`config.mk`:
```
export PLATFORM = sky130hd
export DESIGN_NAME = mem_loader
export DESIGN_NICKNAME = d
export VERILOG_FILES = /design/src/rtl/mem_loader.sv
export SDC_FILE = /design/constraint.sdc
export NUM_CORES = 1
export LEC_CHECK = 0
export CORE_MARGIN = 1.5
export CORE_UTILIZATION = 60
export DETAILED_ROUTE_END_ITERATION = 16
export PLACE_DENSITY = 0.84
export SETUP_SLACK_MARGIN = 0.1
export SLEW_MARGIN = 20
export SYNTH_ARGS = -nofsm -noshare
export SYNTH_HDL_FRONTEND = slang
export SYNTH_SLANG_ARGS = --single-unit
```
`constraint.sdc`:
```
create_clock -name clk -period 5.6 [get_ports clk]
set_input_delay 1.4 -clock clk [delete_from_list [all_inputs] [get_ports clk]]
set_output_delay 1.4 -clock clk [all_outputs]
set_load 0.03 [all_outputs]
```
`src/rtl/mem_loader.sv`:
```
// mem_loader
//   Writer-side companion to the read-only memories. Takes a framed byte
//   stream (UART or debug port), assembles little-endian DWIDTH-bit words
//   and writes them into a synchronous RAM through a simple write port.
//
//   Frame: A5 | ADDR_LO ADDR_HI | CNT_LO CNT_HI | N*(DWIDTH/8) data | CSUM
//   The 8-bit sum of every byte after A5, CSUM included, must be 0x00.
//
// Ports
//   clk        system clock, rising edge
//   reset      synchronous, active-high reset
//   in_data    incoming byte
//   in_valid   in_data holds a byte
//   in_ready   loader accepts a byte this cycle
//   mem_we     write strobe, one cycle per word
//   mem_addr   write address (holds last value while mem_we=0)
//   mem_wdata  write data    (holds last value while mem_we=0)
//   busy       frame in progress, through the done cycle
//   done       one-cycle pulse at end of frame
//   error      checksum mismatch on the last frame; sticky until next A5
//
// state   | meaning
// --------+--------------------------------------------------------------
// S_IDLE  | hunting for the A5 sync byte, other bytes discarded
// S_HDR   | collecting ADDR_LO, ADDR_HI, CNT_LO, CNT_HI
// S_DATA  | shifting data bytes into the word lanes
// S_WRITE | single write cycle, input stalled
// S_CSUM  | waiting for the checksum byte
module mem_loader #(
  parameter int DWIDTH = 16,
  parameter int AWIDTH = 8
) (
  input  logic              clk,
  input  logic              reset,
  input  logic [7:0]        in_data,
  input  logic              in_valid,
  output logic              in_ready,
  output logic              mem_we,
  output logic [AWIDTH-1:0] mem_addr,
  output logic [DWIDTH-1:0] mem_wdata,
  output logic              busy,
  output logic              done,
  output logic              error
);

  localparam int LANES = DWIDTH / 8;
  localparam int LW    = (LANES > 1) ? $clog2(LANES) : 1;
  localparam logic [LW-1:0] LAST_LANE = LW'(LANES - 1);
  localparam logic [7:0]    SYNC      = 8'hA5;

  typedef enum logic [2:0] {
    S_IDLE,
    S_HDR,
    S_DATA,
    S_WRITE,
    S_CSUM
  } state_t;

  state_t            state, state_nx;
  logic [1:0]        hdr_cnt;
  logic [7:0]        lo_byte;
  logic [15:0]       hdr_word;
  logic [LW-1:0]     lane;
  logic [DWIDTH-1:0] word;
  logic [AWIDTH-1:0] addr;
  logic [15:0]       remaining;
  logic [7:0]        sum;
  logic [7:0]        sum_nx;
  logic              done_q;
  logic              error_q;
  logic              accept;

  assign in_ready = (state != S_WRITE) && !reset;
  assign accept   = in_valid && in_ready;
  // Header fields arrive low byte first; the high byte completes the field
  // on the same edge it is accepted.
  assign hdr_word = {in_data, lo_byte};
  assign sum_nx   = sum + in_data;

  always_comb begin
    state_nx = state;
    case (state)
      S_IDLE:  if (accept && in_data == SYNC) state_nx = S_HDR;
      S_HDR:   if (accept && hdr_cnt == 2'd3)
                 state_nx = (hdr_word == 16'd0) ? S_CSUM : S_DATA;
      S_DATA:  if (accept && lane == LAST_LANE) state_nx = S_WRITE;
      S_WRITE: state_nx = (remaining == 16'd1) ? S_CSUM : S_DATA;
      S_CSUM:  if (accept) state_nx = S_IDLE;
      default: state_nx = S_IDLE;
    endcase
  end

  always_ff @(posedge clk) begin
    if (reset) begin
      state     <= S_IDLE;
      hdr_cnt   <= 2'd0;
      lo_byte   <= 8'd0;
      lane      <= '0;
      word      <= '0;
      addr      <= '0;
      remaining <= 16'd0;
      sum       <= 8'd0;
      done_q    <= 1'b0;
      error_q   <= 1'b0;
    end else begin
      state  <= state_nx;
      done_q <= 1'b0;
      case (state)
        S_IDLE: begin
          if (accept && in_data == SYNC) begin
            sum     <= 8'd0;
            error_q <= 1'b0;
            hdr_cnt <= 2'd0;
            lane    <= '0;
          end
        end
        S_HDR: begin
          if (accept) begin
            sum     <= sum_nx;
            hdr_cnt <= hdr_cnt + 2'd1;
            case (hdr_cnt)
              2'd0:    lo_byte   <= in_data;
              2'd1:    addr      <= hdr_word[AWIDTH-1:0];
              2'd2:    lo_byte   <= in_data;
              default: remaining <= hdr_word;
            endcase
          end
        end
        S_DATA: begin
          if (accept) begin
            sum                    <= sum_nx;
            word[int'(lane)*8 +: 8] <= in_data;
            lane                   <= (lane == LAST_LANE) ? '0 : lane + 1'b1;
          end
        end
        S_WRITE: begin
          // addr is AWIDTH bits wide, so the increment wraps by itself
          addr      <= addr + 1'b1;
          remaining <= remaining - 16'd1;
        end
        S_CSUM: begin
          if (accept) begin
            sum    <= sum_nx;
            done_q <= 1'b1;
            if (sum_nx != 8'd0) error_q <= 1'b1;
          end
        end
        default: ;
      endcase
    end
  end

  assign mem_we    = (state == S_WRITE) && !reset;
  assign mem_addr  = addr;
  assign mem_wdata = word;
  assign busy      = ((state != S_IDLE) || done_q) && !reset;
  assign done      = done_q && !reset;
  assign error     = error_q && !reset;

endmodule

```
Word level (Yosys, flattened, before mapping)

Cells that the tools add are included.
W data, S select, Z words.

Flip-flop bits (word level): 64
Word-level logic and storage cells: 101
Output and inout bits: 29
Input port bits: 11

Muxes and demuxes: 28
Reduce and logical (&&, ||, !) cells: 34
$add $sub $neg: 6
Bitwise gates (word level): 1
Shifts and indexed selects: 2
Equal/unequal tests: 20

Operator list:

| cell                      | count |
|---|---|
| $neg A4 Y33               | 1 |
| $shift A8 B33 Y16 const A | 1 |
| $shiftx A8 B33 Y16        | 1 |
| $mux W16                  | 2 |
| $mux W8                   | 4 |
| $pmux W16 S2              | 1 |
| $pmux W8 S2               | 2 |
| $mux W3                   | 6 |
| $ne A2 B2 Y1 const B      | 9 |
| $reduce_and A3 Y1         | 6 |
| $bwmux W16                | 1 |
| $eq A16 B1 Y1 const B     | 1 |
| $logic_not A16 Y1         | 1 |
| $sub A16 B1 Y16 const B   | 1 |
| $pmux W3 S5               | 1 |
| $reduce_bool A2 Y1        | 5 |
| $logic_and A1 B1 Y1       | 9 |
| $add A8 B1 Y8 const B     | 1 |
| $add A8 B8 Y8             | 1 |
| $eq A8 B8 Y1 const B      | 1 |
| $reduce_and A4 Y1         | 2 |
| $reduce_bool A8 Y1        | 1 |
| $eq A3 B2 Y1 const B      | 2 |
| $mux W1                   | 6 |
| other kinds (20)          | 25 |

Logic depth before layout (Yosys ltp)

Depth after elaboration: 6
Depth in mapped cells: 9
Depth with buffers taken out: 8

Worst setup path before layout

Ideal clock, no wire load.

Path kind: input port to output port
Start: input reset
End: output done
Slack: 1.981 ns
Arrival: 2.219 ns
Required time: 4.200 ns
Cell stages on the path: 3
Cell sequence: clkbuf_1 > clkbuf_1 > nor2_1

Cells in the longest elaborated chain, start to end: 2

Ends and longest elaborated chain:

| element             | RTL line | source |
|---|---|---|
| start: declaration  | 34       | `input logic reset,` |
| $logic_not A1 Y1    | 157      | `assign done = done_q && !reset;` |
| $logic_and A1 B1 Y1 | 157      |  |
| end: declaration    | 42       | `output logic done,` |

Every way passes these cells.

Worst setup path in the final report

Start: input reset
End: output error

Cells in the longest elaborated chain, start to end: 2

Ends and longest elaborated chain:

| element             | RTL line | source |
|---|---|---|
| $logic_not A1 Y1    | 158      | `assign error = error_q && !reset;` |
| $logic_and A1 B1 Y1 | 158      |  |
| end: declaration    | 43       | `output logic error` |

Every way passes these cells.

==> impl_metrics.json <==
{
  "hold_end": "sum[0]",
  "antenna_found_initial": 0,
  "yosysUniqueCellTypes": 57,
  "hp-start": "sum[0]",
  "crit_fanout": 17,
  "worstMarginPinSlew_ps": 743,
  "die_height_um": 79.6,
  "drive_above_1_share_pct": 6.48,
  "dpl_worst_slack_ps": 1730,
  "swShare_pct": 25.4,
  "cts_tree": "yes",
  "p_sw_w": 0.000231,
  "powerDensity_mw_per_mm2": 223,
  "grt_max_degree": 54,
  "hold_viol": 0,
  "worst_slack_ps": 1730,
  "async_flop_share_pct": 0,
  "synthesis.nets": 457,
  "viasPerCell": 6.10,
  "reg2reg_slack_ps": 3060,
  "path_class": "input port to primary output",
  "multi_input_area_mm2": 0.00207,
  "end_kind": "primary output",
  "nFillCells": 440,
  "relSlewSlack_pct": 50.3,
  "io_pins": 40,
  "synth_top_area_cell": "dfxtp_1",
  "critPathArrivalTime_ps": 2470,
  "first_pass_iters": 5,
  "wl_per_cell_um": 15.9,
  "p_total_w": 0.000910,
  "yosysSeqAreaShare_pct": 36.4,
  "ir_drop_uv": 193,
  "rsz0062_at_grt": "false",
  "vias": 3263,
  "regArea_mm2": 0.00128,
  "hold_slack_ps": 466,
  "slowest_stage": "clkdlybuf4s50_1",
  "worstSetupStartpointType": "input port",
  "numCtsBuffers": 9,
  "combPwrFrac_pct": 4.6,
  "finalNetCount": 484,
  "cts_root_buf": "clkbuf_8",
  "crit_buf_inv": 2,
  "power_leakage_nw": 1.60,
  "min_period_ps": 3870,
  "final_common_cell": "nor2_1",
  "post_cts_buffers": 0,
  "synth.area.top_cells": "dfxtp_1 (36%), nor2_1 (8.3%), mux2i_1 (7.1%)",
  "internal_power_w": 0.000679,
  "r2r_cells": 7,
  "cp.required_ps": 4200,
  "r2r_end": "sum[7]",
  "overflow": 0,
  "initial_core_util_pct": 63.2,
  "syn_avg_cell_area_um2": 8.18,
  "hpwl_um": 5780,
  "clock_sinks": 64,
  "layout_worst_path_cycle_share_pct": 69.2,
  "finalMaxSlewViolations": 0,
  "drc": 0,
  "totalWireLength_um": 8500,
  "maxCapViolCount": 0,
  "postLayoutCellArea_mm2": 0.00408,
  "ys.flop_type": "dfxtp_1",
  "setup_viol": 0,
  "fmax_ghz": 0.258,
  "synth_area_mm2": 0.00352,
  "placed_cell_area_mm2": 0.00387,
  "core_area_mm2": 0.00557,
  "track_usage_pct": 28.3,
  "clock_skew_ps": 6.68,
  "die_w_um": 79.6,
  "synthCells": 431,
  "p_seq_share_pct": 50.0,
  "hold_path.class": "register to register",
  "synth_top_area_share_pct": 36.4,
  "max_stage_delay_ps": 690,
  "insertedDiodeCount": 0,
  "cts_buffer_depth": 2,
  "antenna_left": 0,
  "htreeDepth": 3,
  "synth_seq_cells": 64,
  "power_frac_clock_pct": 45.4,
  "dieArea_mm2": 0.00634,
  "cts-hold-fix-buffers": 0,
  "status": "completed",
  "rows": 27,
  "setup-tns-final_ps": 0,
  "path_clk_slew_ps": 70,
  "drtIter0Drc": 221,
  "gp_congestion": 0.934,
  "synth-edff-count": 0,
  "cts_resized": 0,
  "grt_pass1_wl_um": 13900,
  "insertion_delay_ps": 350,
  "cp_top_family": "buffers and inverters",
  "portBuffers": 39,
  "area_growth_pct": 15.7,
  "final_cell_mix": "nor2_1 (78), dfxtp_1 (64), nand2_1 (38), clkdlybuf4s50_1 (38), a21oi_1 (31)",
  "first_global_vias": 2962,
  "r2r_start": "state[0]",
  "cp_cell_sequence": "buf_2 -> nor2b_1 -> clkdlybuf4s50_1",
  "synth_warnings": 0,
  "min_path_cells": 2
}
[flip-flops by register name (all words and copies together), names as in the netlist]
name       cells
mem_wdata     16
remaining     16
lo_byte        8
mem_addr       8
sum            8
state          3
hdr_cnt        2
done_q         1
error_q        1
lane           1
[cells by family after synthesis]
group / after synthesis / synth area share, %
AO/OA/AOI/OAI: 110 / 20.0
flip-flops: 64 / 36.4
buffers and inverters: 32 / 4.86
adder cells (fa/ha/maj): 15 / 5.54
AND/OR/NAND/NOR: 177 / 24.1
multiplexers: 26 / 7.42
XOR/XNOR: 7 / 1.74
[area by class of cell]
type	instances	share of cell area, %
multi-input cells	335	50.8
flip-flops and latches	64	31.4
repair buffers	42	10.0
clock buffers	9	3.04
well taps	72	2.21
clock inverters	7	1.93
inverters	6	0.552
[through the flow]
stage	utilization, %	cells
2_1_floorplan	-	431
3_3_place_gp	69.5	519
3_5_place_dp	69.5	519
4_1_cts	73.1	535
5_1_grt	73.1	535
6_report	73.1	535
[how the worst max path moves through the flow]
stage | end | slack (ps) | from | cells after the start
floorplan | done | 1980 | reset | 3
global placement | error | 1750 | reset | 3
detailed placement | error | 1730 | reset | 3
CTS | error | 1720 | reset | 3
global route | mem_we | 1670 | state[0] | 5
finish | error | 1730 | reset | 3
[metal layers]
metal  global-route usage [%]  vias to the layer above  share of wire [%]
met3                     4.91                       16                5.7
met4                     13.2                        0                1.9
met1                     35.7                     1523                 45
met5                        0                        -                  0
li1                         -                     1611                  -
met2                     46.8                      113                 48
[synth_stat cells (3+ instances only)]
cell        n
a211oi_1    7
nand2_1    38
clkbuf_8    3
xnor2_1     3
clkbuf_1   17
inv_1       6
a211o_1     3
mux2i_1    25
nor4_1      8
and3_1      4
a21oi_1    31
nand4_1     5
a2bb2oi_1   3
nand3_1    12
o21a_1      3
a22oi_1    11
ha_1       14
xor2_1      4
or4_1       3
and2_1      3
o21ai_0    22
nand4b_1    3
nor2_1     78
a31oi_1     4
a21o_1      5
nor3_1      5
nand3b_1    4
nor2b_1     4
o31ai_1     4
dfxtp_1    64
[power groups by stage]
| stage | clock network, W | logic (W) | registers, W |
|---|---|---|---|
| after floorplan | 0 | 0.0000232 | 0.000465 |
| after global placement | 0 | 0.0000405 | 0.000465 |
| after detailed placement | 0 | 0.0000413 | 0.000465 |
| after CTS | 0.000416 | 0.0000413 | 0.000455 |
| after global routing | 0.000437 | 0.0000450 | 0.000455 |
| final | 0.000413 | 0.0000419 | 0.000455 |
[worst min-delay path, cell delays in order (launching register included)]
cell	delay, ps
dfxtp_1	320
nand2_1	50
a21oi_1	50
No activity file was read; power rests on OpenSTA's default activity.
==> edit, RTL diff (same settings) <==
Reset style: asynchronous (`reset`), changed in one clocked block. Comments in the files are not updated.
--- a/src/rtl/mem_loader.sv
+++ b/src/rtl/mem_loader.sv
@@ -90,7 +90,7 @@
     endcase
   end
 
-  always_ff @(posedge clk) begin
+  always_ff @(posedge clk or posedge reset) begin
     if (reset) begin
       state     <= S_IDLE;
       hdr_cnt   <= 2'd0;
Function: differs if reset is asserted again (counterexample within 4 cycles, from zero or initial values and one cycle with reset high); with reset held inactive, the same outputs for 4 cycles.
==> edit against the original RTL <==
  * Register-to-register slack got worse by 0.07 ns
  * Maximum frequency shrank 7.7%
  * Worst hold slack better by 0.028 ns
  * Routed wire length grew 2.3%
  * Utilization fell by 0.41 points
  * Area after synthesis rose by 3.4%
  * Setup slack lost 0.32 ns
  * Sequential cell count is the same
  * Count of clock-buffer cells in the layout did not move
  * Largest cell class unchanged
  * Final area increased by 5.0%
  * Via count decreased by 4.5%
Power is not compared: it rests on default switching activity, and its combinational part moved more than twofold at a synthesized area within 25%.
==> edit: results (changes against the original RTL) <==
| Metric | Value |
|---|---|
| R2R Path End | `sum[2]` |
| Syn avg cell area | `9.544 µm² (+17%)` |
| Vias/cell | `6.284 (+3.0%)` |
| Status | `complete, no violations` |
| Cell variety after synth | `56 (-1.8%)` |
| Largest family of logic cells by synthesized area | `compound AO/OA/AOI/OAI gates` |
| Static leakage | `approximately 1.8 nW` |
| DRT iter0 DRCs | `212 (-4.1%)` |
| GRT Util Overall | `0.3008 (+0.01784)` |
| Post-synth top cells | `dfrtp_1, nor2_1, a21oi_1, nand2_1, mux2_2` |
| Mux cell area share after synthesis | `0.09643 (+0.02224)` |
| GPL Wtd Cong | `0.8344 (-11%)` |
| Dpl cells | `480 (-7.5%)` |
| Reg2reg path depth | `6 (-1)` |
| Worst path arrival time | `2.80 ns (+0.33 ns)` |
| Fin Clk Skew | `0.01429 ns (+0.007602 ns)` |
| Hold Path Origin | `sum[4]` |
| Met3 usage | `0.05618 (+0.007037)` |
| HPWL after DPL | `5967 µm (+3.2%)` |
| Hold path endpoint | `sum[4]` |
| Hold Path Depth | `1 (-1)` |
| Post-synthesis compound-gate area fraction | `0.1829 (-0.01659)` |
| Share of cells above drive strength 1 | `0.1259 (+0.06110)` |
| Slew headroom | `0.3921 (-0.1110)` |
| First-pass GRT wire length | `14750 µm (+6.1%)` |
| Worst-path maximum fanout | `8 (-9)` |
| Placed inst area | `0.004078 mm² (+5.3%)` |
| Vias in the first global route | `3083 (+4.1%)` |
| Post-Synth Adder-Cell Area | `0.05353 (-0.001843)` |
| Sequential fraction of the synthesis area | `0.4393 (+0.07575)` |
| DP Worst Slack | `1.417 ns (-0.3182 ns)` |
| Ys flop type | `dfrtp_1` |
| Pin count of the biggest net entering global routing | `36 (-33%)` |
| Final Non-Filler Cells | `496 (-7.3%)` |
| Synthesized Nets | `408 (-11%)` |
| Fraction of registers with async set/reset | `1.000 (+1.000)` |
| Worst R2R Start | `state[1]` |
| Synth area leaders | `dfrtp_1, mux2_2, ha_1` |
| Post-Synth XOR/XNOR Area | `0.01441 (-0.002981)` |
| M1 GR Usage | `0.3735 (+0.01667)` |
| Grt met2 use | `0.5042 (+0.03637)` |
| Fillers | `436 (-0.91%)` |
| Final nets | `442 (-8.7%)` |
| Per-cell routed wire length | `17.52 µm (+10%)` |
| Worst reg-to-reg setup slack | `2.99 ns (-0.07 ns)` |
## edit: cell count changes after synthesis, sizes merged, moves of 6 or more
cell and delta:
mux2 +24, dfrtp +64, o22a +6, nor2 -42, a22oi -11, nand3 -6
nand2 -12, dfxtp -64, mux2i -18, inv +13
## edit: power by group through the flow
| stage | Combinational (W) | Clock [W] | Sequential [W] |
|---|---|---|---|
| finish | 0.00118 | 0.000408 | 0.000887 |
| floorplan | 0.000715 | 0 | 0.000967 |
| CTS | 0.00117 | 0.000409 | 0.000884 |
| detailed placement | 0.00116 | 0 | 0.000891 |
| global placement | 0.00113 | 0 | 0.000879 |
| global route | 0.00129 | 0.000431 | 0.000920 |
## edit: final cells by class
| cell class | count | share of cell area |
|---|---|---|
| Multi-Input combinational cell | 280 | 0.4434 |
| Timing Repair Buffer | 42 | 0.09646 |
| Tap cell | 75 | 0.02192 |
| Clock buffer | 9 | 0.02894 |
| Clock inverter | 7 | 0.01842 |
| Sequential cell | 64 | 0.3742 |
| Inverter | 19 | 0.01666 |
## edit: metal layers
layer,up-vias,part of all wire,wire length (µm)
met2,114,0.49,4270
li1,1472,-,-
met3,22,0.063,547
met5,-,0,0
met4,0,0.026,222
met1,1509,0.42,3651
## edit: how the worst max path moves through the flow
stage                         to
after floorplan             done
after detailed placement    done
final                       done
after global routing      mem_we
after global placement    mem_we
after CTS                   done
## edit: metrics by stage
| stage | hold slack (ns) | total power [W] |
|---|---|---|
| CTS | 0.4988 | 0.002468 |
| global placement | 0.4777 | 0.002009 |
| finish | 0.4945 | 0.002471 |
| global route | 0.5078 | 0.002641 |
| detailed placement | 0.4841 | 0.002053 |
| floorplan | 0.4538 | 0.001682 |
